<file path="config.mk">
export PLATFORM = sky130hd
export DESIGN_NAME = oam_dma_flat
export DESIGN_NICKNAME = d
export VERILOG_FILES = /design/src/rtl/nes_bus_pkg.sv /design/src/rtl/oam_dma_if.sv /design/src/rtl/bus_xact.sv /design/src/rtl/oam_dma.sv /design/src/flat_wrapper.sv
export SDC_FILE = /design/constraint.sdc
export NUM_CORES = 1
export LEC_CHECK = 0
export ABC_AREA = 1
export ABC_CLOCK_PERIOD_IN_PS = 2000
export CELL_PAD_IN_SITES_DETAIL_PLACEMENT = 2
export CELL_PAD_IN_SITES_GLOBAL_PLACEMENT = 2
export CORE_UTILIZATION = 30
export CTS_BUF_LIST = sky130_fd_sc_hd__clkbuf_2
export DETAILED_ROUTE_END_ITERATION = 7
export PLACE_DENSITY = 0.92
export SLEW_MARGIN = 20
export SYNTH_ARGS = -nofsm -noshare
export SYNTH_HDL_FRONTEND = slang
export SYNTH_SLANG_ARGS = --single-unit
</file>
<file path="constraint.sdc">
create_clock -name clk -period 2 [get_ports clk]
set_input_delay 0.3 -clock clk [delete_from_list [all_inputs] [get_ports clk]]
set_output_delay 0.3 -clock clk [all_outputs]
set_load 0.02 [all_outputs]
</file>
<file path="src/rtl/nes_bus_pkg.sv">
// Shared NES CPU-bus definitions: request direction codes, well-known
// register addresses and the OAM DMA sequencer state encoding.
package nes_bus_pkg;

  localparam logic RW_READ  = 1'b0;
  localparam logic RW_WRITE = 1'b1;

  localparam logic [15:0] OAM_DMA_REG = 16'h4014;
  localparam logic [15:0] PPU_OAMDATA = 16'h2004;

  typedef enum logic [2:0] {
    S_Idle,
    S_Rd,
    S_RdGap,
    S_Wr,
    S_WrGap
  } oam_dma_state_e;

endpackage

</file>
<file path="src/rtl/oam_dma_if.sv">
// Shared CPU-bus request/Finish handshake. The initiator (master) drives the
// request; whichever responder decodes Addr returns Finish and RData.
interface oam_dma_if;
  logic [15:0] Addr;
  logic [7:0]  WData;
  logic [7:0]  RData;
  logic        Cmd;
  logic        RW;
  logic        Finish;

  modport master (output Addr, WData, Cmd, RW, input RData, Finish);
  modport slave  (input Addr, WData, Cmd, RW, output RData, Finish);
endinterface

</file>
<file path="src/rtl/bus_xact.sv">
// One bus transaction at a time: holds the registered request stable until
// Finish, captures read data, and aborts after TIMEOUT cycles without Finish.
module bus_xact
  import nes_bus_pkg::*;
#(
  parameter logic [7:0] TIMEOUT = 8'd255
) (
  input  logic        clk,
  input  logic        rst_n,
  input  logic        start,
  input  logic [15:0] addr,
  input  logic [7:0]  wdata,
  input  logic        rw,
  input  logic        park,
  output logic [7:0]  rdata,
  output logic        ok,
  output logic        tmo,
  oam_dma_if.master   bus
);

  logic        cmd_q,  cmd_d;
  logic        rw_q,   rw_d;
  logic [15:0] addr_q, addr_d;
  logic [7:0]  data_q, data_d;
  logic [7:0]  cnt_q,  cnt_d;

  // Bus request registers and wait counter.
  always_ff @(posedge clk) begin
    if (!rst_n) begin
      cmd_q  <= 1'b0;
      rw_q   <= RW_READ;
      addr_q <= '0;
      data_q <= '0;
      cnt_q  <= '0;
    end else begin
      cmd_q  <= cmd_d;
      rw_q   <= rw_d;
      addr_q <= addr_d;
      data_q <= data_d;
      cnt_q  <= cnt_d;
    end
  end

  // Handshake: start loads a request, Finish or timeout retires it.
  // Timeout fires on the cycle the counter would reach TIMEOUT, so Cmd is
  // high for exactly TIMEOUT cycles on a dead responder.
  always_comb begin
    cmd_d  = cmd_q;
    rw_d   = rw_q;
    addr_d = addr_q;
    data_d = data_q;
    cnt_d  = cnt_q;
    ok     = cmd_q && bus.Finish;
    tmo    = cmd_q && !bus.Finish && (cnt_q == TIMEOUT - 8'd1);
    if (start) begin
      cmd_d  = 1'b1;
      addr_d = addr;
      rw_d   = rw;
      cnt_d  = '0;
      if (rw == RW_WRITE) data_d = wdata;
    end else if (ok) begin
      cmd_d = 1'b0;
      if (rw_q == RW_READ) data_d = bus.RData;
    end else if (tmo) begin
      cmd_d = 1'b0;
    end else if (cmd_q) begin
      cnt_d = cnt_q + 8'd1;
    end
    if (park) rw_d = RW_READ;
  end

  assign rdata     = data_q;
  assign bus.Cmd   = cmd_q;
  assign bus.RW    = rw_q;
  assign bus.Addr  = addr_q;
  assign bus.WData = data_q;

endmodule

</file>
<file path="src/rtl/oam_dma.sv">
// OAM DMA engine: on a $4014 trigger copies 256 bytes from {page,00..FF}
// to the PPU OAM data port, halting the CPU via busy for the duration.
module oam_dma
  import nes_bus_pkg::*;
#(
  parameter logic [15:0] OAM_PORT = PPU_OAMDATA,
  parameter logic [7:0]  TIMEOUT  = 8'd255
) (
  input  logic       clk,
  input  logic       rst_n,
  input  logic       trig,
  input  logic [7:0] trig_page,
  output logic       busy,
  output logic       done,
  output logic       err,
  oam_dma_if.master  bus
);

  oam_dma_state_e state_q, state_d;
  logic [7:0]     page_q, page_d;
  logic [7:0]     idx_q,  idx_d;
  logic           busy_q, busy_d;
  logic           done_q, done_d;
  logic           err_q,  err_d;

  logic        x_start, x_rw, x_park, x_ok, x_tmo;
  logic [15:0] x_addr;
  logic [7:0]  x_wdata, x_rdata;

  bus_xact #(.TIMEOUT(TIMEOUT)) u_xact (
    .clk   (clk),
    .rst_n (rst_n),
    .start (x_start),
    .addr  (x_addr),
    .wdata (x_wdata),
    .rw    (x_rw),
    .park  (x_park),
    .rdata (x_rdata),
    .ok    (x_ok),
    .tmo   (x_tmo),
    .bus   (bus)
  );

  // Sequencer state and status registers.
  always_ff @(posedge clk) begin
    if (!rst_n) begin
      state_q <= S_Idle;
      page_q  <= '0;
      idx_q   <= '0;
      busy_q  <= 1'b0;
      done_q  <= 1'b0;
      err_q   <= 1'b0;
    end else begin
      state_q <= state_d;
      page_q  <= page_d;
      idx_q   <= idx_d;
      busy_q  <= busy_d;
      done_q  <= done_d;
      err_q   <= err_d;
    end
  end

  // Read/write alternation across 256 bytes; gap states keep Cmd low one cycle.
  always_comb begin
    state_d = state_q;
    page_d  = page_q;
    idx_d   = idx_q;
    busy_d  = busy_q;
    done_d  = 1'b0;
    err_d   = err_q;
    x_start = 1'b0;
    x_addr  = '0;
    x_wdata = x_rdata;
    x_rw    = RW_READ;
    x_park  = 1'b0;
    unique case (state_q)
      S_Idle: begin
        if (trig) begin
          page_d  = trig_page;
          idx_d   = '0;
          err_d   = 1'b0;
          busy_d  = 1'b1;
          x_start = 1'b1;
          x_addr  = {trig_page, 8'h00};
          state_d = S_Rd;
        end
      end
      S_Rd: begin
        if (x_ok) begin
          state_d = S_RdGap;
        end else if (x_tmo) begin
          err_d   = 1'b1;
          busy_d  = 1'b0;
          state_d = S_Idle;
        end
      end
      S_RdGap: begin
        x_start = 1'b1;
        x_addr  = OAM_PORT;
        x_rw    = RW_WRITE;
        state_d = S_Wr;
      end
      S_Wr: begin
        if (x_ok) begin
          state_d = S_WrGap;
        end else if (x_tmo) begin
          err_d   = 1'b1;
          busy_d  = 1'b0;
          state_d = S_Idle;
        end
      end
      S_WrGap: begin
        if (idx_q == 8'hFF) begin
          busy_d  = 1'b0;
          done_d  = 1'b1;
          x_park  = 1'b1;
          state_d = S_Idle;
        end else begin
          idx_d   = idx_q + 8'd1;
          x_start = 1'b1;
          x_addr  = {page_q, idx_q + 8'd1};
          state_d = S_Rd;
        end
      end
      default: state_d = S_Idle;
    endcase
  end

  assign busy = busy_q;
  assign done = done_q;
  assign err  = err_q;

endmodule

</file>
<file path="src/flat_wrapper.sv">
// flat-port wrapper written by rule: the top's interface ports become plain ports
module oam_dma_flat import nes_bus_pkg::*;
#(
  parameter logic [15:0] OAM_PORT = PPU_OAMDATA,
  parameter logic [7:0]  TIMEOUT  = 8'd255
)
  (clk, rst_n, trig, trig_page, busy, done, err, bus_Addr, bus_WData, bus_Cmd, bus_RW, bus_RData, bus_Finish);
  oam_dma_if bus_i ();
  input  logic clk;
  input  logic rst_n;
  input  logic trig;
  input  logic [7:0] trig_page;
  output logic busy;
  output logic done;
  output logic err;
  output wire logic [$bits(bus_i.Addr)-1:0] bus_Addr;
  output wire logic [$bits(bus_i.WData)-1:0] bus_WData;
  output wire logic [$bits(bus_i.Cmd)-1:0] bus_Cmd;
  output wire logic [$bits(bus_i.RW)-1:0] bus_RW;
  input wire logic [$bits(bus_i.RData)-1:0] bus_RData;
  input wire logic [$bits(bus_i.Finish)-1:0] bus_Finish;
  assign bus_Addr = bus_i.Addr;
  assign bus_WData = bus_i.WData;
  assign bus_Cmd = bus_i.Cmd;
  assign bus_RW = bus_i.RW;
  assign bus_i.RData = bus_RData;
  assign bus_i.Finish = bus_Finish;
  oam_dma #(.OAM_PORT(OAM_PORT), .TIMEOUT(TIMEOUT)) u_core (.clk(clk), .rst_n(rst_n), .trig(trig), .trig_page(trig_page), .busy(busy), .done(done), .err(err), .bus(bus_i));
endmodule
</file>
# ---- Word level (Yosys, flattened, before mapping)
# Index checks and enable logic that the tools add are counted.
dict set report classes {
  add_sub_neg 2
  eq_ne 11
  mux 29
  bitwise_logic 5
  reduce_logical 18
}
# op n
set ops {}
lappend ops {{16-bit one-hot mux with 3 select lines} 1}
lappend ops {{16-bit two-way mux} 2}
lappend ops {{8-bit by 1-bit adder with 8-bit output, second input constant} 2}
lappend ops {{8-bit == test, second input constant} 2}
lappend ops {{8-bit two-way mux} 2}
lappend ops {{8-bit one-hot mux with 2 select lines} 1}
lappend ops {{1-bit two-way mux} 15}
lappend ops {{3-bit one-hot mux with 5 select lines} 1}
lappend ops {{3-bit two-way mux} 4}
lappend ops {{3-bit AND reduction} 3}
lappend ops {{3-bit by 2-bit == test with 1-bit output, second input constant} 2}
lappend ops {{2-bit != test, second input constant} 3}
lappend ops {{1-bit one-hot mux with 3 select lines} 2}
lappend ops {{3-bit nonzero test} 2}
lappend ops {{2-bit OR reduction} 3}
lappend ops {{1-bit inverter} 5}
lappend ops {{5-bit AND reduction} 1}
lappend ops {{2-bit by 1-bit != test with 1-bit output, second input constant} 2}
lappend ops {{4-bit AND reduction} 1}
lappend ops {{2-bit nonzero test} 2}
lappend ops {{3-bit by 1-bit == test with 1-bit output, second input constant} 1}
lappend ops {{3-bit == test, second input constant} 1}
lappend ops {{1-bit logical AND} 3}
lappend ops {{3-bit logical NOT} 1}
lappend ops {{other kinds (3)} 3}
dict set report totals {
  regBits 56
  inputBits 20
  output_inout_bits 29
  elab_cells 76
}

# ---- Logic depth before layout (Yosys ltp)
dict set report logic_depth {
  word_depth 6
  depth_mapped 10
  depth_no_buf 10
}

# ---- Hierarchy
# From an unflattened synthesis, not the netlist that was laid out.
dict set report hier_totals {
  cells_unflattened 395
  area_unflattened_um2 2748.9
}
# mod instances cells_per_inst area_each_um2
set by_module_without_submodules {}
lappend by_module_without_submodules {bus_xact 1 223 1556.5}
lappend by_module_without_submodules {oam_dma 1 172 1192.4}

# ---- Least setup slack after synthesis
# Ideal clock, no wire load.
dict set report synth_path {
  path_kind {register -> register}
  startpoint {register u_core.idx_q[0]}
  endpoint {register u_core.u_xact.data_q[4] (netlist: u_core.u_xact.bus.WData[4])}
  setup_ps 70
  t_arrival_ps 1406
  required_time_ps 1930
  path_slack_ps 523
  stages_incl_launch_ff 11
  n_path_buf 1
  path_cell_list {dfxtp_1 -> ha_1 -> nand2_2 -> nor2_4 -> nand2_2 -> nand2_4 -> nand2_4 -> nor2_8 -> buf_8 -> nand3_1 -> a21oi_1}
}
dict set report synth_between {
  elab_chain_len 5
}
# item line_no
set synth_rtl {}
lappend synth_rtl {{from (decl)} oam_dma.sv:21} ;# logic [7:0] idx_q, idx_d;
lappend synth_rtl {{from (signal assigned)} oam_dma.sv:56} ;# idx_q <= idx_d;
lappend synth_rtl {{8-bit == test} oam_dma.sv:113} ;# if (idx_q == 8'hFF) begin
lappend synth_rtl {{1-bit two-way mux} oam_dma.sv:113}
lappend synth_rtl {{1-bit one-hot mux with 3 select lines} oam_dma.sv:76} ;# unique case (state_q)
lappend synth_rtl {{1-bit inverter (no line)} --}
lappend synth_rtl {{3-bit AND reduction (no line)} --}
lappend synth_rtl {{to (signal assigned)} bus_xact.sv:39} ;# data_q <= data_d;
lappend synth_rtl {{to (decl)} bus_xact.sv:24} ;# logic [7:0] data_q, data_d;
# Every way passes these cells.
# A chain may end at the register's enable or synchronous reset.

# ---- Final worst setup path
dict set report layout_path {
  startpoint {register u_core.u_xact.rw_q (netlist: u_core.u_xact.bus.RW)}
  endpoint {output port bus_RW}
}
# item line_no
set layout_lines {}
lappend layout_lines {{from (decl)} bus_xact.sv:22} ;# logic rw_q, rw_d;
lappend layout_lines {{from (signal assigned)} bus_xact.sv:37} ;# rw_q <= rw_d;
lappend layout_lines {{to (decl)} flat_wrapper.sv:19} ;# output wire logic [$bits(bus_i.RW)-1:0] bus_RW;
# No word-level cell between the ends.

==> flow_summary_export.csv <==
group,metric,value,unit
status,status,"finished, final reports clean",
floorplan,initial_utilization,31.3,%
clocking,cts_max_level,2,
yosys,syn-cell-area,2440,sq um
grt,grt_util_all_layers,19.6,%
setup_path,critical_path_buf_inv_count,1,
setup_path,cpPeakStageDelay,0.65,ns
timing,worst_pin_slew,0.331,ns
clocking,cts_tree,"yes",
timing,tns,0,ns
floorplan,io_pins,49,
route,highest_layer,"met4",
cells_and_area,final_cell_mix,"nand2_1, dfxtp_1, a21oi_1, clkdlybuf4s50_1, inv_1",
pwr,power_density,685,nW/um^2
yosys,synth_top_area_share,45.9,%
route,first_pass_iters,4,
placed_design,place_area,3060,sq um
cells_and_area,antenna_cells,0,
clocking,clk_path_buf_depth,2,
timing,max-slew-margin-rel,77.9,%
clocking,post_cts.repair.setup_buffers,0,
floorplan,core,7810,sq um
placed_design,place_hpwl,5.80,mm
yosys,synth_enable_flop_cells,0,
route,num_vias,2370,
route,routedWlPerCell,16.2,microns
route,ant_nets,0,
setup_path,slowest_stage,"clkdlybuf4s50_1",
clocking,cts_root_buf,"clkbuf_2",
timing,fmax,0.528,GHz
yosys,async_flop_share,0,%
cells_and_area,nets,407,
setup_path,cp_cell_sequence,"clkdlybuf4s50_1",
pwr,peakVddDrop,0.271,mV
cells_and_area,final_common_cell,"nand2_1",
flow_run,drv_cap,0,
timing,final_max_slew_viol_count,0,
yosys,ys_top_cells_by_area,"dfxtp_1, nand2_1, a21oi_1",
route,dr_wl_met3,267,microns
cells_and_area,area_growth,28.9,%
clocking,clkTransAtPathRegs,0.30,ns
yosys,synthesis.nets,353,
min_path,hold_class,"primary input to flip-flop",
grt,first_global_vias,2570,
floorplan,die_w,92.3,microns
setup_path,critical-path-top-delay-family,"buffers and inverters",
yosys,ys_seq_area_share,45.9,%
timing,hold_violations,0,
yosys,synthCells,330,
placed_design,gp_congestion,0.750,
pwr,leakagePower,1.15,nW
clocking,cts_hold_buffers,0,
placed_design,io_buffers,48,
setup_path,crit_fanout,3,
timing,fin_crit,1.89,ns
timing,finClkSkew,0.0480,ns
setup_path,cp.arrival,1.59,ns
setup_path,critPathKind,"flip-flop to output port",
route,drc,0,
route,wl_met2,4.11,mm
floorplan,die_y,92.3,microns
timing,setup_violations,0,
floorplan,rows,32,
clocking,cts_buffers,5,
route,routed_via_density,4.87,
setup_path,cp-start-kind,"flip-flop",
route,drt-met1-wl,3.41,mm
cells_and_area,drive_above_1_share,9.09,%
timing,period_share,94.7,%
grt,overflow,0,
route,drt_iter0_drc,64,
grt,antenna_found_initial,0,
floorplan,dieArea,8510,sq um
clocking,clock-sinks,56,
setup_path,end_kind,"output port",
setup_path,cp.required,1.70,ns
grt,grt_max_degree,25,
cells_and_area,design_area,3150,sq um
yosys,ys_warn_count,0,
yosys,yosysTopAreaCell,"dfxtp_1",
yosys,syn_area_per_cell,7.40,sq um
yosys,ys_ff_latch,56,
yosys,yosysUniqueCellTypes,30,
yosys,synth-main-ff-cell,"dfxtp_1",
grt,grt_pass1_wl,13.0,mm
clocking,worstSkewPairLatency,0.48,ns
route,routed_wl,7.88,mm
## area by class of cell
| type | instances | area [sq um] |
|---|---|---|
| clock inverters | 2 | 38.8 |
| well taps | 102 | 128 |
| clock buffers | 6 | 30.0 |
| repair buffers | 54 | 538 |
| fillers | 938 | 4660 |
| flip-flops and latches | 56 | 1120 |
| inverters | 32 | 128 |
| multi-input cells | 235 | 1160 |
## power breakdown
part,switching (mW),total (mW),internal [mW]
logic,0.215,0.360,0.145
registers,0.0299,1.19,1.16
clock network,0.382,0.603,0.221
## worst register-to-register path: stages (launching register included)
cell     delay, ns
dfxtp_2       0.44
ha_1          0.22
nand2_2       0.10
nor2_4        0.12
nand2_2       0.11
nand2_4       0.15
nand2_4       0.11
nor2_8        0.12
buf_12        0.18
nand3_1       0.12
a21oi_1       0.17
## stage by stage
stage | util, % | setup WS, ns | total power [mW] | std cells | hold WS [ns]
final | 40.3 | 0.105 | 2.16 | 487 | 0.347
after global routing | 40.3 | -0.00310 | 2.26 | 487 | 0.320
after CTS | 40.1 | 0.0559 | 2.18 | 487 | 0.334
after detailed placement | 39.2 | 0.0284 | 1.57 | 479 | 0.461
after global placement | 39.2 | 0.0901 | 1.55 | 479 | 0.448
after floorplan | - | 0.523 | 1.41 | 330 | 0.418
## registers in the layout, summed over array words and instances, names as in the netlist
signal	cells
u_core.u_xact.bus.RW	1
u_core.u_xact.cnt_q	8
u_core.err	1
u_core.state_q	3
u_core.u_xact.bus.WData	8
u_core.u_xact.bus.Cmd	1
u_core.done	1
u_core.page_q	8
u_core.busy	1
u_core.u_xact.bus.Addr	16
u_core.idx_q	8
## logic make-up after synthesis
kind of cell,synth area share (%)
buf+inv,6.91
flops,45.9
xor+xnor,1.79
simple gates,30.8
fa+ha+maj,1.54
compound gates,13.1
## final timing paths
| kind | from | endpoint | slack [ns] | cells after the start |
|---|---|---|---|---|
| max | u_core.u_xact.bus.RW$_SDFFE_PP0P_ | bus_RW | 0.11 | 1 |
| min | bus_RData[4] | u_core.u_xact.bus.WData[4]$_SDFFE_PN0P_ | 0.35 | 3 |
| max reg2reg | u_core.idx_q[0]$_SDFFE_PN0P_ | u_core.u_xact.bus.WData[6]$_SDFFE_PN0P_ | 0.13 | 10 |
| min reg2reg | u_core.page_q[0]$_SDFFE_PN0P_ | u_core.page_q[0]$_SDFFE_PN0P_ | 0.49 | 2 |
## metal layers
| metal | global-route usage [%] | vias to the layer above |
|---|---|---|
| met4 | 5.08 | 0 |
| li1 | - | 1163 |
| met2 | 36.4 | 42 |
| met5 | 0 | - |
| met1 | 22.8 | 1156 |
| met3 | 3.65 | 9 |
## synthesized netlist by cell type (3+ instances only)
library cell    n
a21oi_1        52
clkbuf_1        4
dfxtp_1        56
ha_1            3
inv_1          28
nand2_1       106
nand2_2         3
nand3_1        23
nand4_1         3
nor2_1         17
nor2_4          3
o21ai_0         6
xnor2_1         3
## what timing repair did
item                                    CTS  global route
resized for setup                         0             6
endpoints found under the setup margin    0            13
hold endpoints to repair                  0             0
No activity file was read; power rests on OpenSTA's default activity.
